==> src/rtl/fdc_host_arbiter_pkg.sv <==
// Shared types for the floppy host arbiter.
// Op codes, FSM states, CHS layout and host command word.
package fdc_host_arbiter_pkg;

  typedef enum logic [1:0] {
    OP_SEEK  = 2'd0,
    OP_READ  = 2'd1,
    OP_WRITE = 2'd2,
    OP_RSVD  = 2'd3
  } fdc_op_e;

  typedef enum logic [1:0] {
    S_IDLE      = 2'd0,
    S_ISSUE     = 2'd1,
    S_WAIT_DONE = 2'd2,
    S_RELEASE   = 2'd3
  } fdc_state_e;

  localparam int CYL_W = 7;
  localparam int SEC_W = 8;
  localparam int CHS_W = 1 + CYL_W + SEC_W;

  localparam logic [23:0] TIMEOUT_DEFAULT = 24'd8000000;

  typedef struct packed {
    logic             head;
    logic [CYL_W-1:0] cyl;
    logic [SEC_W-1:0] sector;
  } chs_t;

  // Top two bits are unused and always zero.
  typedef struct packed {
    logic [1:0] rsvd;
    logic [1:0] drive;
    fdc_op_e    op;
    chs_t       chs;
  } host_cmd_t;

endpackage

==> src/rtl/fdc_rr_arb2.sv <==
// Two-way pick: round-robin against the last-served
// pointer, or fixed priority with requester 0 first.
module fdc_rr_arb2 #(
  parameter bit RR_ENABLE = 1'b1
) (
  input  logic [1:0] req,
  input  logic       last,
  output logic [1:0] gnt
);

  always_comb begin
    gnt = req;
    if (req == 2'b11) begin
      gnt = (RR_ENABLE && !last) ? 2'b10 : 2'b01;
    end
  end

endmodule

==> src/rtl/fdc_host_arbiter.sv <==
// Arbitrates two drive requesters onto a single
// host MCU command channel with timeout and ack-of-ack.
module fdc_host_arbiter
  import fdc_host_arbiter_pkg::*;
#(
  parameter logic [23:0] TIMEOUT_CYCLES = TIMEOUT_DEFAULT,
  parameter bit          RR_ENABLE      = 1'b1
) (
  input  logic        clk,
  input  logic        rst_n,
  input  logic [1:0]  req_valid,
  input  logic [3:0]  req_op,
  input  logic [31:0] req_chs,
  output logic [1:0]  req_done,
  output logic [1:0]  req_err,
  output logic [21:0] host_cmd,
  output logic        host_busy,
  input  logic        host_done,
  input  logic        host_err,
  output logic        host_ack2,
  output logic [1:0]  grant
);

  fdc_state_e  state;
  logic [23:0] tmo;
  logic        last;
  logic [1:0]  pick;
  logic [1:0]  op_sel;
  logic [15:0] chs_sel;
  host_cmd_t   cmd_q;

  fdc_rr_arb2 #(
    .RR_ENABLE(RR_ENABLE)
  ) u_arb (
    .req (req_valid),
    .last(last),
    .gnt (pick)
  );

  assign op_sel   = pick[1] ? req_op[3:2]    : req_op[1:0];
  assign chs_sel  = pick[1] ? req_chs[31:16] : req_chs[15:0];
  assign host_cmd = cmd_q;

  always_ff @(posedge clk or negedge rst_n) begin
    if (!rst_n) begin
      state     <= S_IDLE;
      tmo       <= '0;
      last      <= 1'b1;
      grant     <= 2'b00;
      cmd_q     <= '0;
      host_busy <= 1'b0;
      host_ack2 <= 1'b0;
      req_done  <= 2'b00;
      req_err   <= 2'b00;
    end else begin
      req_done <= 2'b00;
      req_err  <= 2'b00;
      unique case (state)
        S_IDLE: begin
          // A stale host_done blocks any new grant.
          if (|req_valid && !host_done) begin
            grant <= pick;
            cmd_q <= {2'b00, pick, op_sel, chs_sel};
            state <= S_ISSUE;
          end
        end
        S_ISSUE: begin
          if (cmd_q.op == OP_RSVD) begin
            req_done <= grant;
            req_err  <= grant;
            last     <= grant[1];
            state    <= S_RELEASE;
          end else begin
            host_busy <= 1'b1;
            tmo       <= TIMEOUT_CYCLES;
            state     <= S_WAIT_DONE;
          end
        end
        S_WAIT_DONE: begin
          if (host_done || tmo == '0) begin
            req_done  <= grant;
            req_err   <= host_done ? (grant & {2{host_err}}) : grant;
            host_busy <= 1'b0;
            host_ack2 <= 1'b1;
            last      <= grant[1];
            state     <= S_RELEASE;
          end else begin
            tmo <= tmo - 24'd1;
          end
        end
        S_RELEASE: begin
          if (!host_done) begin
            host_ack2 <= 1'b0;
            grant     <= 2'b00;
            state     <= S_IDLE;
          end
        end
        default: state <= S_IDLE;
      endcase
    end
  end

endmodule

==> config.mk <==
export PLATFORM = sky130hd
export DESIGN_NAME = fdc_host_arbiter
export DESIGN_NICKNAME = d
export VERILOG_FILES = /design/src/rtl/fdc_host_arbiter_pkg.sv /design/src/rtl/fdc_rr_arb2.sv /design/src/rtl/fdc_host_arbiter.sv
export SDC_FILE = /design/constraint.sdc
export NUM_CORES = 1
export LEC_CHECK = 0
export ABC_AREA = 1
export CAP_MARGIN = 20
export CORE_ASPECT_RATIO = 2
export CORE_UTILIZATION = 35
export CTS_CLUSTER_DIAMETER = 30
export DETAILED_ROUTE_END_ITERATION = 8
export DONT_BUFFER_PORTS = 1
export HOLD_SLACK_MARGIN = 0.02
export SLEW_MARGIN = 10
export SYNTH_ARGS = -nofsm -noshare
export SYNTH_HDL_FRONTEND = slang
export SYNTH_SLANG_ARGS = --single-unit
export TNS_END_PERCENT = 5
==> constraint.sdc <==
create_clock -name clk -period 5.3 [get_ports clk]
set_clock_uncertainty 0.15 [all_clocks]
set_input_delay 0.265 -clock clk [delete_from_list [all_inputs] [get_ports clk]]
set_output_delay 0.265 -clock clk [all_outputs]
set_load 0.01 [all_outputs]
==> results_dict.tcl <==
set metrics [dict create \
    ys_ff_latch 55 \
    leakage_nw 1.74 \
    clk_path_buf_depth 2 \
    drive_gt1_share_pct 5.10 \
    worst_slew_pin_slew_ns 1.01 \
    relSlewSlack_pct 32.7 \
    setup_viol 0 \
    worstSetupPathDepth 8 \
    min_period_over_period_pct 51.1 \
    grt.total_usage_pct 19.1 \
    antenna_left 0 \
    h-tree-depth 2 \
    vias 2892 \
    synth_top_cell_by_area "dfrtp_1" \
    cts-root-buf "clkbuf_16" \
    synth.yosys.warnings 0 \
    grt_setup_unrepaired "false" \
    placed_area_sq_mm 0.00326 \
    power.share.combinational_pct 48.8 \
    drt_wl_total_microns 8430 \
    ys_dominant_reg_cell "dfrtp_1" \
    die_h_microns 137 \
    min_period_ns 2.71 \
    dieArea_sq_mm 0.00959 \
    num_io_pins 72 \
    postSynthCellCount 440 \
    cts_tree "built" \
    first_pass_iters 4 \
    regArea_sq_mm 0.00138 \
    cp.required_ns 5.39 \
    status "completed" \
    tns_ns 0 \
    core_sq_mm 0.00895 \
    io_buffers 0 \
    cp_num_buf_inv 2 \
    synth.cell_area_sq_mm 0.00321 \
    cp-endpoint "tmo[23]" \
    cts_buffers 5 \
    ys_types 30 \
    final_util_pct 40.3 \
    reg2reg_from "state[0]" \
    r2r_cells 8 \
    hold_viol 0 \
    cpMostUsedCell "nand2_1" \
    cts_resized 0 \
    area_delta_synth_final_pct 12.2 \
    power_switching_mw 1.12 \
    antenna_cells 0 \
    timing.final.max_slew_violations 0 \
    vdd_drop_max_uv 352 \
    power_frac_clock_pct 15.1 \
    power_density_mw_per_mm2 625 \
    grt_antenna_before_repair 0 \
    seq_area_frac_synth_pct 42.9 \
    cp_top_family "adder cells" \
    grt_pass1_vias 3038 \
    start_kind "flip-flop" \
    wire_per_inst_microns 15.2 \
    drc 0 \
    clkSinkCount 55 \
    final_nets 497 \
    start_util_pct 35.9 \
    synth_top_area_share_pct 42.1 \
    die_w_microns 69.7 \
    final_area_sq_mm 0.00360 \
    whs_ns 0.0265 \
    cp_max_fo 19 \
    multi_input_area_sq_mm 0.00163 \
    path_class "reg -> reg" \
    grt_pass1_wl_microns 14400 \
    clock_latency_ns 0.30 \
    hold_path_class "in -> reg" \
    worst_path_largest_cell_delay_ns 0.76 \
    viasPerCell 5.23 \
    slowest_stage "ha_1" \
    nFillCells 922 \
    r2r_end "tmo[23]" \
    gp_congestion 0.881 \
    pre_cts_slack_ns 2.60 \
    syn_area_per_cell_sq_um 7.30 \
    switching_share_pct 49.9 \
    grt_max_degree 56 \
    worstPathCellList "inv_1, ha_1, inv_2, nand2_1, nand2_1, a21oi_4, nand2_1, nand2_1" \
    cp-end-kind "flip-flop" \
    grt-ovfl-total 0 \
    cts.clk_slew.worst_paths_ns 0.07 \
    async_flop_share_pct 100 \
    power.internal_mw 1.13 \
    arrival_ns 2.79 \
    place_hpwl_microns 6170 \
    max_freq_mhz 370 \
    synth-edff-count 0 \
    cap_violations 0 \
    rows 49 \
    pwr-share-seq_pct 36.1 \
    yosys-top-cells-area "dfrtp_1 42%, nand2_1 15%, o21ai_0 9.5%" \
    r2r_slack_ns 2.59 \
    drt_first_iter_violations 178 \
    fin_ws_ns 2.59 \
    crit_start "state[0]" \
]
## state kept, by name, indices dropped and copies added (netlist names)
| signal | count |
|---|---|
| tmo | 24 |
| host_cmd | 20 |
| grant | 2 |
| req_done | 2 |
| req_err | 2 |
| state | 2 |
| host_ack2 | 1 |
| host_busy | 1 |
| last | 1 |
## cells by family after synthesis
logic type / synth area share, %
buffers and inverters: 6.47
other: 0.117
AOI/OAI and AO/OA: 11.9
and+or+nand+nor: 33.4
adders and majority gates: 1.95
xor gates and xnor gates: 3.27
DFF: 42.9
## final cells by class
class,instances,share of cell area [%]
inverter,31,3.23
multi-input combinational,338,45.2
clock inverter,1,0.139
timing repair buffer,19,5.69
sequential,55,38.2
tap,102,3.54
clock buffer,7,3.96
## cells in the mapped netlist, types with 2 or more instances
cell      instances
o21ai_1           2
nand2_1         129
buf_6             2
xnor2_1           2
inv_2             3
nand3_1          23
buf_4             3
nand4_1          12
nand3b_1          2
dfrtp_1          54
clkbuf_1         10
nor2_2            3
o31ai_1           2
xor2_1           10
nor2_1           72
inv_1            28
a21oi_1           4
nand2_8           3
ha_1              5
o21ai_0          61
## worst reg2reg max path, delay by kind of cell, from the launching register on
kind / cells / cell delay (ns)
AND/OR/NAND/NOR: 4 / 0.49
flip-flops: 1 / 0.43
AO/OA/AOI/OAI: 1 / 0.42
adder cells (fa/ha/maj): 1 / 0.76
buffers and inverters: 2 / 0.40
## through the flow
step	cells	total power, mW
after global routing	553	2.48
after floorplan	441	1.65
after CTS	553	2.27
final	553	2.25
after global placement	527	1.88
after detailed placement	527	1.90
## per-layer routing
metal	part of all wire, %	global-route usage (%)	routed length, microns	vias up
met4	3.1	9.67	263	0
met1	36	18.5	3030	1356
met5	0	0	0	-
li1	-	-	-	1428
met2	57	37.9	4770	93
met3	4.3	3.37	363	15
## worst min-delay path by stage
stage	slack [ns]	startpoint	end	cells after the start
2_1_floorplan	-0.18	rst_n	grant[0]	0
3_3_place_gp	-0.18	rst_n	tmo[18]	0
3_5_place_dp	-0.18	rst_n	tmo[18]	0
4_1_cts	0.02	req_chs[18]	host_cmd[2]	2
5_1_grt	0.02	req_chs[18]	host_cmd[2]	2
6_report	0.03	req_chs[21]	host_cmd[5]	2
## placed cells by master (no fill, tap or decap)
cell / instances
o21a_1: 1
buf_4: 1
conb_1: 2
clkinv_2: 1
clkbuf_16: 5
nor2_4: 1
inv_2: 3
nand2_8: 3
buf_16: 1
o31ai_1: 2
nand3b_1: 2
nor2_1: 72
clkbuf_8: 1
o21ai_0: 60
nand3_1: 23
nand4_1: 12
xnor2_1: 2
a21oi_4: 1
ha_1: 5
a211oi_1: 1
nand2_2: 1
xor2_1: 10
nor2_2: 3
nand2_1: 129
clkbuf_1: 1
dfstp_2: 1
nand3_4: 1
dfrtp_1: 54
o21ai_1: 3
a21oi_1: 4
inv_1: 28
dlygate4sd3_1: 17
## power groups by stage
stage | clock [mW] | sequential [mW] | combinational (mW)
floorplan | 0 | 0.758 | 0.896
global placement | 0 | 0.822 | 1.05
detailed placement | 0 | 0.820 | 1.08
CTS | 0.348 | 0.817 | 1.10
global route | 0.362 | 0.840 | 1.28
finish | 0.339 | 0.813 | 1.10
## what timing repair did
| action | 4_1_cts | 5_1_grt |
|---|---|---|
| hold buffers | 18 | 0 |
| endpoints found under the hold margin | 71 | 0 |
| setup buffers | 0 | 0 |
Note: power is estimated with default switching activity, not from simulation.
